`config.mk`:
```
export PLATFORM = sky130hd
export DESIGN_NAME = fifo_write_side_skid
export DESIGN_NICKNAME = d
export VERILOG_FILES = /design/src/rtl/fifo_skid_storage.sv /design/src/rtl/fifo_write_side_skid.sv
export SDC_FILE = /design/constraint.sdc
export NUM_CORES = 1
export LEC_CHECK = 0
export CAP_MARGIN = 20
export CORE_ASPECT_RATIO = 1.2
export CORE_UTILIZATION = 65
export CTS_CLUSTER_SIZE = 20
export DETAILED_ROUTE_END_ITERATION = 10
export DONT_BUFFER_PORTS = 1
export PLACE_DENSITY = 0.92
export SYNTH_ARGS = -nofsm -noshare
export SYNTH_HDL_FRONTEND = slang
export SYNTH_SLANG_ARGS = --single-unit
```
`constraint.sdc`:
```
create_clock -name clk -period 4.9 [get_ports clk]
set_clock_uncertainty 0.15 [all_clocks]
set_input_delay 0.735 -clock clk [delete_from_list [all_inputs] [get_ports clk]]
set_output_delay 0.735 -clock clk [all_outputs]
set_load 0.03 [all_outputs]
```
`src/rtl/fifo_skid_storage.sv`:
```
// In-order skid store: register array with wrapping pointers and an occupancy counter.
// Head is combinational; a pop on empty is ignored, a push into a full store without a pop is dropped.
module fifo_skid_storage #(
  parameter int unsigned Width     = 16,
  parameter int unsigned DepthLog2 = 2
) (
  input  logic                 clk_i,
  input  logic                 rst_ni,
  input  logic                 push_i,
  input  logic [Width-1:0]     push_data_i,
  input  logic                 pop_i,
  output logic [Width-1:0]     head_o,
  output logic [DepthLog2:0]   occupancy_o,
  output logic [DepthLog2:0]   occupancy_next_o,
  output logic                 full_o,
  output logic                 empty_o
);

  localparam int unsigned Depth = 1 << DepthLog2;
  localparam logic [DepthLog2:0] DepthCount = (DepthLog2 + 1)'(Depth);

  logic [Width-1:0]     mem_q [Depth];
  logic [DepthLog2-1:0] wr_ptr_q, wr_ptr_d;
  logic [DepthLog2-1:0] rd_ptr_q, rd_ptr_d;
  logic [DepthLog2:0]   occ_q, occ_d;
  logic                 push_ok, pop_ok;

  assign empty_o          = (occ_q == '0);
  assign full_o           = (occ_q == DepthCount);
  assign head_o           = mem_q[rd_ptr_q];
  assign occupancy_o      = occ_q;
  assign occupancy_next_o = occ_d;

  always_comb begin
    pop_ok   = pop_i && !empty_o;
    // A same-cycle pop frees the slot, so a full store can still accept.
    push_ok  = push_i && (!full_o || pop_ok);
    wr_ptr_d = wr_ptr_q;
    rd_ptr_d = rd_ptr_q;
    occ_d    = occ_q;
    if (push_ok) wr_ptr_d = wr_ptr_q + 1'b1;
    if (pop_ok)  rd_ptr_d = rd_ptr_q + 1'b1;
    if (push_ok && !pop_ok) begin
      occ_d = occ_q + 1'b1;
    end else if (!push_ok && pop_ok) begin
      occ_d = occ_q - 1'b1;
    end
  end

  always_ff @(posedge clk_i) begin
    if (!rst_ni) begin
      wr_ptr_q <= '0;
      rd_ptr_q <= '0;
      occ_q    <= '0;
    end else begin
      wr_ptr_q <= wr_ptr_d;
      rd_ptr_q <= rd_ptr_d;
      occ_q    <= occ_d;
    end
  end

  always_ff @(posedge clk_i) begin
    if (push_ok) mem_q[wr_ptr_q] <= push_data_i;
  end

endmodule

```
`src/rtl/fifo_write_side_skid.sv`:
```
// Write-side adapter for a FIFO: bypasses producer words when the store is empty, otherwise
// drains the skid store in order, and throttles the producer ahead of almostFull.
module fifo_write_side_skid #(
  parameter int unsigned WIDTH           = 16,
  parameter int unsigned SKID_DEPTH_LOG2 = 2,
  parameter int unsigned STALL_LATENCY   = 2
) (
  input  logic                       clk,
  input  logic                       rstn,
  input  logic                       dataInValid,
  input  logic [WIDTH-1:0]           dataIn,
  output logic                       slowDown,
  input  logic                       fifoAlmostFull,
  output logic                       fifoWriteEnable,
  output logic [WIDTH-1:0]           fifoDataIn,
  output logic [SKID_DEPTH_LOG2:0]   skidOccupancy,
  output logic                       overflowError
);

  localparam int unsigned SkidDepth  = 1 << SKID_DEPTH_LOG2;
  localparam int unsigned SlowThresh = SkidDepth - STALL_LATENCY;

  logic                     skid_push, skid_pop, skid_full, skid_empty;
  logic [WIDTH-1:0]         skid_head;
  logic [SKID_DEPTH_LOG2:0] occ_next;
  logic                     emit, drop;

  logic             we_q, we_d;
  logic [WIDTH-1:0] data_q, data_d;
  logic             slow_q, slow_d;
  logic             ovf_q, ovf_d;

  fifo_skid_storage #(
    .Width     (WIDTH),
    .DepthLog2 (SKID_DEPTH_LOG2)
  ) u_storage (
    .clk_i            (clk),
    .rst_ni           (rstn),
    .push_i           (skid_push),
    .push_data_i      (dataIn),
    .pop_i            (skid_pop),
    .head_o           (skid_head),
    .occupancy_o      (skidOccupancy),
    .occupancy_next_o (occ_next),
    .full_o           (skid_full),
    .empty_o          (skid_empty)
  );

  always_comb begin
    // DRAIN mode whenever the store holds anything; incoming words queue behind the head.
    skid_pop  = !fifoAlmostFull && !skid_empty;
    skid_push = dataInValid && (fifoAlmostFull || !skid_empty);
    emit      = !fifoAlmostFull && (dataInValid || !skid_empty);
    drop      = skid_push && skid_full && !skid_pop;

    we_d   = emit;
    data_d = skid_empty ? dataIn : skid_head;
    slow_d = fifoAlmostFull || (32'(occ_next) >= SlowThresh);
    ovf_d  = ovf_q || drop;
  end

  always_ff @(posedge clk) begin
    if (!rstn) begin
      we_q   <= 1'b0;
      data_q <= '0;
      slow_q <= 1'b1;
      ovf_q  <= 1'b0;
    end else begin
      we_q   <= we_d;
      data_q <= data_d;
      slow_q <= slow_d;
      ovf_q  <= ovf_d;
    end
  end

  assign fifoWriteEnable = we_q;
  assign fifoDataIn      = data_q;
  assign slowDown        = slow_q;
  assign overflowError   = ovf_q;

endmodule

```
==> Word-level counts from Yosys, hierarchy flattened <==
Memory sizes are Yosys's and may differ from the RTL's. A register that Yosys moved wholly into a read port is not among the register bits.
Cells that the tools add are included.
{ "totals": {"register_bits": 26, "mem_bits_rw": 64, "inputBits": 20, "output_inout_bits": 22, "word_cells": 42, "memories": 1} }
{ "classes": {"addsub": 4, "order_cmp": 1, "eq_ne": 1, "muxes": 7, "n_reduce_logical": 21} }
{ "memory_table": {"columns": ["memory", "depth", "width", "rd", "rd_ports_with_merged_regs", "wr", "line_no", "source"], "rows": [
  ["u_storage.mem_q", 4, 16, 1, 1, 1, "fifo_skid_storage.sv:22", "logic [Width-1:0] mem_q [Depth];"]
]} }
{ "ops": {"columns": ["operator", "n"], "rows": [
  ["16-bit 2-to-1 mux", 1],
  ["1-bit logical AND", 9],
  ["1-bit logical NOT", 6],
  ["3-bit 2-to-1 mux", 2],
  ["1-bit logical OR", 5],
  ["2-bit by 1-bit adder with 2-bit output (second input constant)", 2],
  ["2-bit 2-to-1 mux", 2],
  ["3-bit by 1-bit adder with 3-bit output (second input constant)", 1],
  ["3-bit == test (second input constant)", 1],
  ["3-bit by 2-bit >= comparator with 1-bit output (second input constant)", 1],
  ["3-bit logical NOT", 1],
  ["3-bit by 1-bit subtractor with 3-bit output (second input constant)", 1],
  ["1-bit 2-to-1 mux", 2]
]} }

==> Depth between registers and ports, before layout <==
Gate-level depths: netlist (run 1).
{ "depth": {"word_depth": 12, "ltp_mapped": 8, "depth_no_buf": 6} }

==> Modules after synthesis <==
Synthesis (run 1) repeated with hierarchy kept, for this count alone.
{ "hier_totals": {"cells_unflattened": 211, "area_unflattened_um2": 3599.7} }
{ "modules_own_cells": {"columns": ["mod", "instances", "cells_each", "area_each_um2", "seq_area_each_um2"], "rows": [
  ["fifo_skid_storage", 1, 148, 2877.8, 2102.0],
  ["fifo_write_side_skid", 1, 63, 721.9, 380.4]
]} }

==> Worst setup path before layout (run 1) <==
No wires, ideal clock.
{ "synth_path": {"path_kind": "reg-to-reg", "startpoint": "register u_storage.occ_q[1], in the netlist u_storage.occupancy_o[1]", "endpoint": "memory u_storage.mem_q[0][0], enable pin", "setup_ps": 374, "arrival_time_ps": 1756, "required_time_ps": 4376, "setup_slack_ps": 2620, "stages_incl_launch_ff": 6, "path_buffers": 1, "period_less_slack_ps": 2280, "cell_sequence": "dfxtp_1 > inv_1 > ha_1 > buf_2 > a21boi_2 > and2_1"} }
{ "synth_via": {"elab_chain_len": 8, "elab_cells_between_ends": 12, "cone_classes": "1 x eq/ne; 2 x mux; 9 x reduce/logical"} }
{ "synth_rtl": {"columns": ["element", "line_no", "source"], "rows": [
  ["from (decl)", "fifo_skid_storage.sv:25", "logic [DepthLog2:0] occ_q, occ_d;"],
  ["from (signal assigned)", "fifo_skid_storage.sv:54", "occ_q <= '0;"],
  ["from (signal assigned)", "fifo_skid_storage.sv:58", "occ_q <= occ_d;"],
  ["3-bit logical NOT", "fifo_skid_storage.sv:28", "assign empty_o = (occ_q == '0);"],
  ["1-bit logical NOT", "fifo_skid_storage.sv:35, fifo_write_side_skid.sv:51, fifo_write_side_skid.sv:52", null],
  ["1-bit logical AND", "fifo_write_side_skid.sv:51", "skid_pop = !fifoAlmostFull && !skid_empty;"],
  ["1-bit logical AND", "fifo_skid_storage.sv:35", "pop_ok = pop_i && !empty_o;"],
  ["1-bit logical OR", "fifo_skid_storage.sv:37", "push_ok = push_i && (!full_o || pop_ok);"],
  ["1-bit logical AND (*)", "fifo_skid_storage.sv:37", null],
  ["1-bit 2-to-1 mux (*)", "fifo_skid_storage.sv:63", "if (push_ok) mem_q[wr_ptr_q] <= push_data_i;"],
  ["1-bit 2-to-1 mux (implied by the code) (*)", "fifo_skid_storage.sv:63", null],
  ["to (decl)", "fifo_skid_storage.sv:22", null]
]} }
Every way passes the cells marked *; elsewhere a longest branch is shown, timed or not.

==> Worst setup path after layout (run 1) <==
{ "layout_path": {"startpoint": "register u_storage.occ_q[1], in the netlist u_storage.occupancy_o[1]", "endpoint": "memory u_storage.mem_q[0][13], enable pin"} }
The elaborated chain is that of the path after synthesis.

==> impl_metrics.toml, run 1 <==
[cells_and_area]
layout-drive-gt1-share = 0.142
syn_to_final_growth_pct = 6.25
multi_input_area_um2 = 951
final_nets = 255
layout_commonest_cell = "edfxtp_1"
final_cell_mix = "edfxtp_1, nand2_1, dfxtp_1"
fill_cells = 341
register_area_um2 = 2480
antenna-diode-count = 0
finalInstanceArea_um2 = 3780

[timing]
holdWs_ns = 0.318
layout_setup_ws_ns = 2.27
rsz0062_at_grt = "false"
slew_headroom = 0.446
final_hold_viol_count = 0
fmax_ghz = 0.380
fin_crit_ns = 2.63
setup-violations-final = 0
finalCritPeriodShare = 0.536
worstMarginPinSlew_ns = 0.827
tns_ns = 0
slew_viol_final = 0

[worst_hold_path]
min_path_type = "input pin to flop"

[critical_path]
crit_arrival_ns = 2.45
crit_path_max_fanout = 16
cp-start-kind = "flop"
critical_path_required_ns = 4.72
cp-end-kind = "flop"
critPathKind = "flop to flop"

[cts]
hold_buffers = 0
clockRootBuffer = "clkbuf_8"
cts_tree = "done"
post_cts_resize_count = 0
clkSinkCount = 92
clockBufferDepth = 2
clk_pin_slew_worst_paths_ns = 0.09
cts_setup_buffers = 0
numCtsBuffers = 9
htreeDepth = 3
clock_latency_ns = 0.35

[grt]
use_met2 = 0.399
grtUsageMet1 = 0.258
grt_pass1_wl_mm = 9.65
antenna_found_initial = 0
grtUsageMet3 = 0.0667
grt_max_degree = 27
grt-ovfl-total = 0
grt_pass1_vias = 1931
grt_use_total = 0.231
grt-busiest-layer = "met2"

[die]
initial_core_util = 0.672
die_w_um = 69.6
core-area_um2 = 5300
die_h_um = 83.1
rows = 29
ios = 42
dieArea_um2 = 5780

[placed_design]
globalplace.congestion = 0.744
dpl_worst_slack_ns = 2.24
place_area_um2 = 3540
portBuffers = 0
dpl.hpwl_mm = 3.80

[synth]
synth_area_leader_cell = "edfxtp_1"
avgSynthCellArea_um2 = 15.5
synth.top_cell.area_share = 0.540
netlist_area_um2 = 3560
postSynthCellCount = 230
ys_warn_count = 0
synth_cell_types = 38
ys_seq_area_frac = 0.697
synth_nets = 257
ys_top_cells_by_area = "edfxtp_1, dfxtp_1, mux4_2, nand2_1, a21oi_1"
synth.ff_latch_count = 92

[detailed_routing]
wl_per_cell_um = 20.6
vias = 1821
wl_mm = 6.09
postRouteAntennaNets = 0
first_pass_iters = 4
vias_per_cell = 6.17
drcViolationCount = 0
drtIter0Drc = 116

[power_and_ir_drop]
clkPwrFrac = 0.280
power_frac_comb = 0.176
p_int_mw = 1.41
power_switching_uw = 584
vdd_drop_max_uv = 347
power_leakage_nw = 1.28
seqPwrFrac = 0.544
p_per_area_nw_per_um2 = 526
p_sw_frac = 0.293
power_mw = 1.99

[job]
cap_viol_max_count = 0

[status]
status = "completed"
## cell families after synthesis
group           after synthesis  synth area share
buf+inv                      21            0.0358
fa+ha+maj                     7            0.0246
xor+xnor                      3           0.00738
simple gates                 55            0.0692
mux                          17             0.106
compound gates               35            0.0597
flops                        92             0.697
## power by group through the flow
stage / sequential [mW] / combinational [mW] / clock, mW
4_1_cts: 1.09 / 0.336 / 0.570
2_1_floorplan: 1.07 / 0.310 / 0
6_report: 1.08 / 0.350 / 0.557
3_5_place_dp: 1.11 / 0.335 / 0
5_1_grt: 1.09 / 0.385 / 0.599
3_3_place_gp: 1.10 / 0.316 / 0
## layer usage
layer  share of wire  vias up  wire (µm)
met5               0        -          0
met4           0.022        0        131
met3           0.043       15        264
met2            0.55       58       3320
met1            0.39      899       2370
li1                -      849          -
## layout make-up
class | instances | area share
Sequential cell | 92 | 0.656
Multi-Input combinational cell | 117 | 0.251
Clock buffer | 12 | 0.0410
Tap cell | 62 | 0.0205
Clock inverter | 4 | 0.0192
Timing Repair Buffer | 2 | 0.00595
Inverter | 6 | 0.00595
## registers in the layout, summed over array words and instances (netlist names), named ones only
register and flops:
slowDown 1, fifoWriteEnable 1, fifoDataIn 16, u_storage.mem_q 64, u_storage.occupancy_o 3, u_storage.rd_ptr_q 2, u_storage.wr_ptr_q 2, overflowError 1
## worst max-delay path, cell delays in order, from the launching register on
cell and delay [ns]:
dfxtp_1 0.60, inv_1 0.15, ha_1 0.33, a21boi_2 0.30, and2_1 0.72
## path summary, 6_finish.rpt
check,startpoint,slack [ns],cells after the start,to
min reg2reg,u_storage.rd_ptr_q[1],0.37,2,flop
min,dataIn[10],0.32,0,u_storage.mem_q[1][10]
max,u_storage.occupancy_o[1],2.27,4,u_storage.mem_q[0][13]
max reg2reg,u_storage.occupancy_o[1],2.27,4,u_storage.mem_q[0][13]
## synth_stat cells, drive strengths merged
library cell,n
mux4,16
nand2b,1
o22ai,2
nand3b,1
o311ai,1
and2,4
clkbuf,2
nand3,1
nand2,34
o21a,1
o2bb2ai,1
nor2,7
nor3,1
a21o,1
nand4b,1
nor2b,1
inv,5
buf,13
nor3b,1
a21boi,1
or3b,1
edfxtp,64
o21ba,1
mux2i,1
dfxtp,28
a22oi,1
ha,7
o21ai,4
a41oi,1
a21oi,20
clkinv,1
xnor2,3
or3,2
o311a,1
## through the flow
step,std cells,utilization
after floorplan,230,-
after detailed placement,278,0.668
final,295,0.714
after global placement,278,0.668
after CTS,294,0.711
after global routing,295,0.714
(Power assumes the default switching activity.)
==> run 2, diff against run 1 <==
- CORE_UTILIZATION: 65 -> 56
- PLACE_DENSITY: 0.92 -> 0.85
- clock period: 4.9 -> 2.32 ns (I/O delays scaled with it)
==> run 2 against run 1 <==
  * Sequential share of layout area fell by 4.7 points
  * Sequential cell count did not move
  * Via count rose by 7.7%
  * Critical path type unchanged
==> impl_metrics.toml, run 2 (synthesis results as in run 1) <==
[status]
status = "completed"

[die]
dieArea_um2 = 6680
die_w_um = 74.8
core-area_um2 = 6090
rows = 31
ios = 42
initial_core_util = 0.585
die_h_um = 89.4

[grt]
antenna_found_initial = 0
grtUsageMet3 = 0.0665
grt_pass1_wl_mm = 9.87
grt-ovfl-total = 0
grt_max_degree = 27
grt-busiest-layer = "met2"
grtUsageMet1 = 0.228
use_met2 = 0.396
grt_pass1_vias = 2014
grt_use_total = 0.216

[cells_and_area]
final_nets = 287
final_cells = 347
top_register = "u_storage.mem_q"
layout-drive-gt1-share = 0.170
antenna-diode-count = 0
largest_reg_flops = 64
final_cell_mix = "edfxtp_1, nand2_1, dfxtp_1"
syn_to_final_growth_pct = 14.4
layout_commonest_cell = "edfxtp_1"

[critical_path]
critPathKind = "flop to flop"
critical_path_required_ns = 2.42
cp-end-kind = "flop"
crit_path_max_fanout = 17
path_cells = "inv_1, ha_1, buf_4, nand2b_1, buf_4, o21a_1, dlygate4sd3_1"
cp-start-kind = "flop"
cp_slowest_stage_delay_ns = 0.54
crit_family = "buffers and inverters"
slowest_stage = "dlygate4sd3_1"
path_common_cell = "buf_4"
path_buf_inv = 4
crit_arrival_ns = 2.19

[cts]
clockRootBuffer = "clkbuf_8"
hold_buffers = 19
numCtsBuffers = 9
clock_latency_ns = 0.35
cts_setup_buffers = 0
cts_tree = "done"
clkSinkCount = 92
clk_pin_slew_worst_paths_ns = 0.08
post_cts_resize_count = 0
clockBufferDepth = 2
htreeDepth = 3

[job]
cap_viol_max_count = 0

[placed_design]
dpl.hpwl_mm = 4.33
portBuffers = 0
dpl.cell_count = 312
dpl_worst_slack_ns = 0.407
globalplace.congestion = 0.814

[detailed_routing]
vias = 1961
wl_mm = 6.66
wl_per_cell_um = 19.2
first_pass_iters = 4
vias_per_cell = 5.65
postRouteAntennaNets = 0
drtIter0Drc = 120
drcViolationCount = 0

[timing]
layout_setup_ws_ns = 0.228
finalCritPeriodShare = 0.902
final_hold_viol_count = 0
setup-violations-final = 0
fin_crit_ns = 2.09
slew_headroom = 0.447
tns_ns = 0
rsz0062_at_grt = "false"
worstMarginPinSlew_ns = 0.825
slew_viol_final = 0
fmax_ghz = 0.478

[worst_hold_path]
min_path_type = "input pin to flop"

[power_and_ir_drop]
p_per_area_nw_per_um2 = 1020
vdd_drop_max_uv = 486
power_leakage_nw = 1.42
power_mw = 4.14
run 2: changes by cell type in the layout (fill, tap and decap cells not counted), sizes merged:
cell | before | now
clkbuf | 12 | 13
bufinv | 2 | 0
buf | 2 | 15
clkinv | 2 | 3
dlygate4sd3 | 0 | 19
run 2: worst register-to-register path: cells and delay by family, from the launching register on:
kind,cells,cell delay [ns]
AO/OA/AOI/OAI,1,0.19
adder cells (fa/ha/maj),1,0.23
buffers and inverters,4,1.04
flip-flops,1,0.32
AND/OR/NAND/NOR,1,0.06
run 2: report_power, final:
| part | internal (mW) | switching (mW) | total [mW] | leakage, nW |
|---|---|---|---|---|
| registers | 1.98 | 0.246 | 2.22 | 0.815 |
| logic | 0.409 | 0.520 | 0.929 | 0.510 |
| clock network | 0.476 | 0.512 | 0.988 | 0.0933 |
run 2: routing by layer:
metal | wire length (µm) | vias up
li1 | - | 914
met1 | 2540 | 980
met2 | 3670 | 58
met3 | 378 | 9
met4 | 70 | 0
met5 | 0 | -
run 2: path summary, 6_finish.rpt:
| check | depth (start not counted) | from | endpoint | slack (ns) |
|---|---|---|---|---|
| worst max-delay path | 7 | u_storage.occupancy_o[0] | fifoWriteEnable | 0.23 |
| worst min-delay path | 2 | dataIn[15] | fifoDataIn[15] | 0.01 |
| worst max register to register | 7 | u_storage.occupancy_o[0] | fifoWriteEnable | 0.23 |
| worst min register to register | 2 | u_storage.rd_ptr_q[1] | u_storage.rd_ptr_q[1] | 0.40 |
run 2: stage by stage:
stage / hold WS, ns / utilization / area (µm²)
2_1_floorplan: 0.297 / - / 3560
3_3_place_gp: 0.297 / 0.607 / 3700
3_5_place_dp: 0.297 / 0.607 / 3700
4_1_cts: 0.00122 / 0.669 / 4080
5_1_grt: 0.0110 / 0.669 / 4080
6_report: 0.0123 / 0.669 / 4080
run 2: cell type report:
type                            instances  area (µm²)
Multi-Input combinational cell        117         951
Inverter                                6        22.5
Tap cell                               82         103
Clock inverter                          3        20.0
Timing Repair Buffer                   34         328
Clock buffer                           13         169
Fill cell                             412        2010
Sequential cell                        92        2480
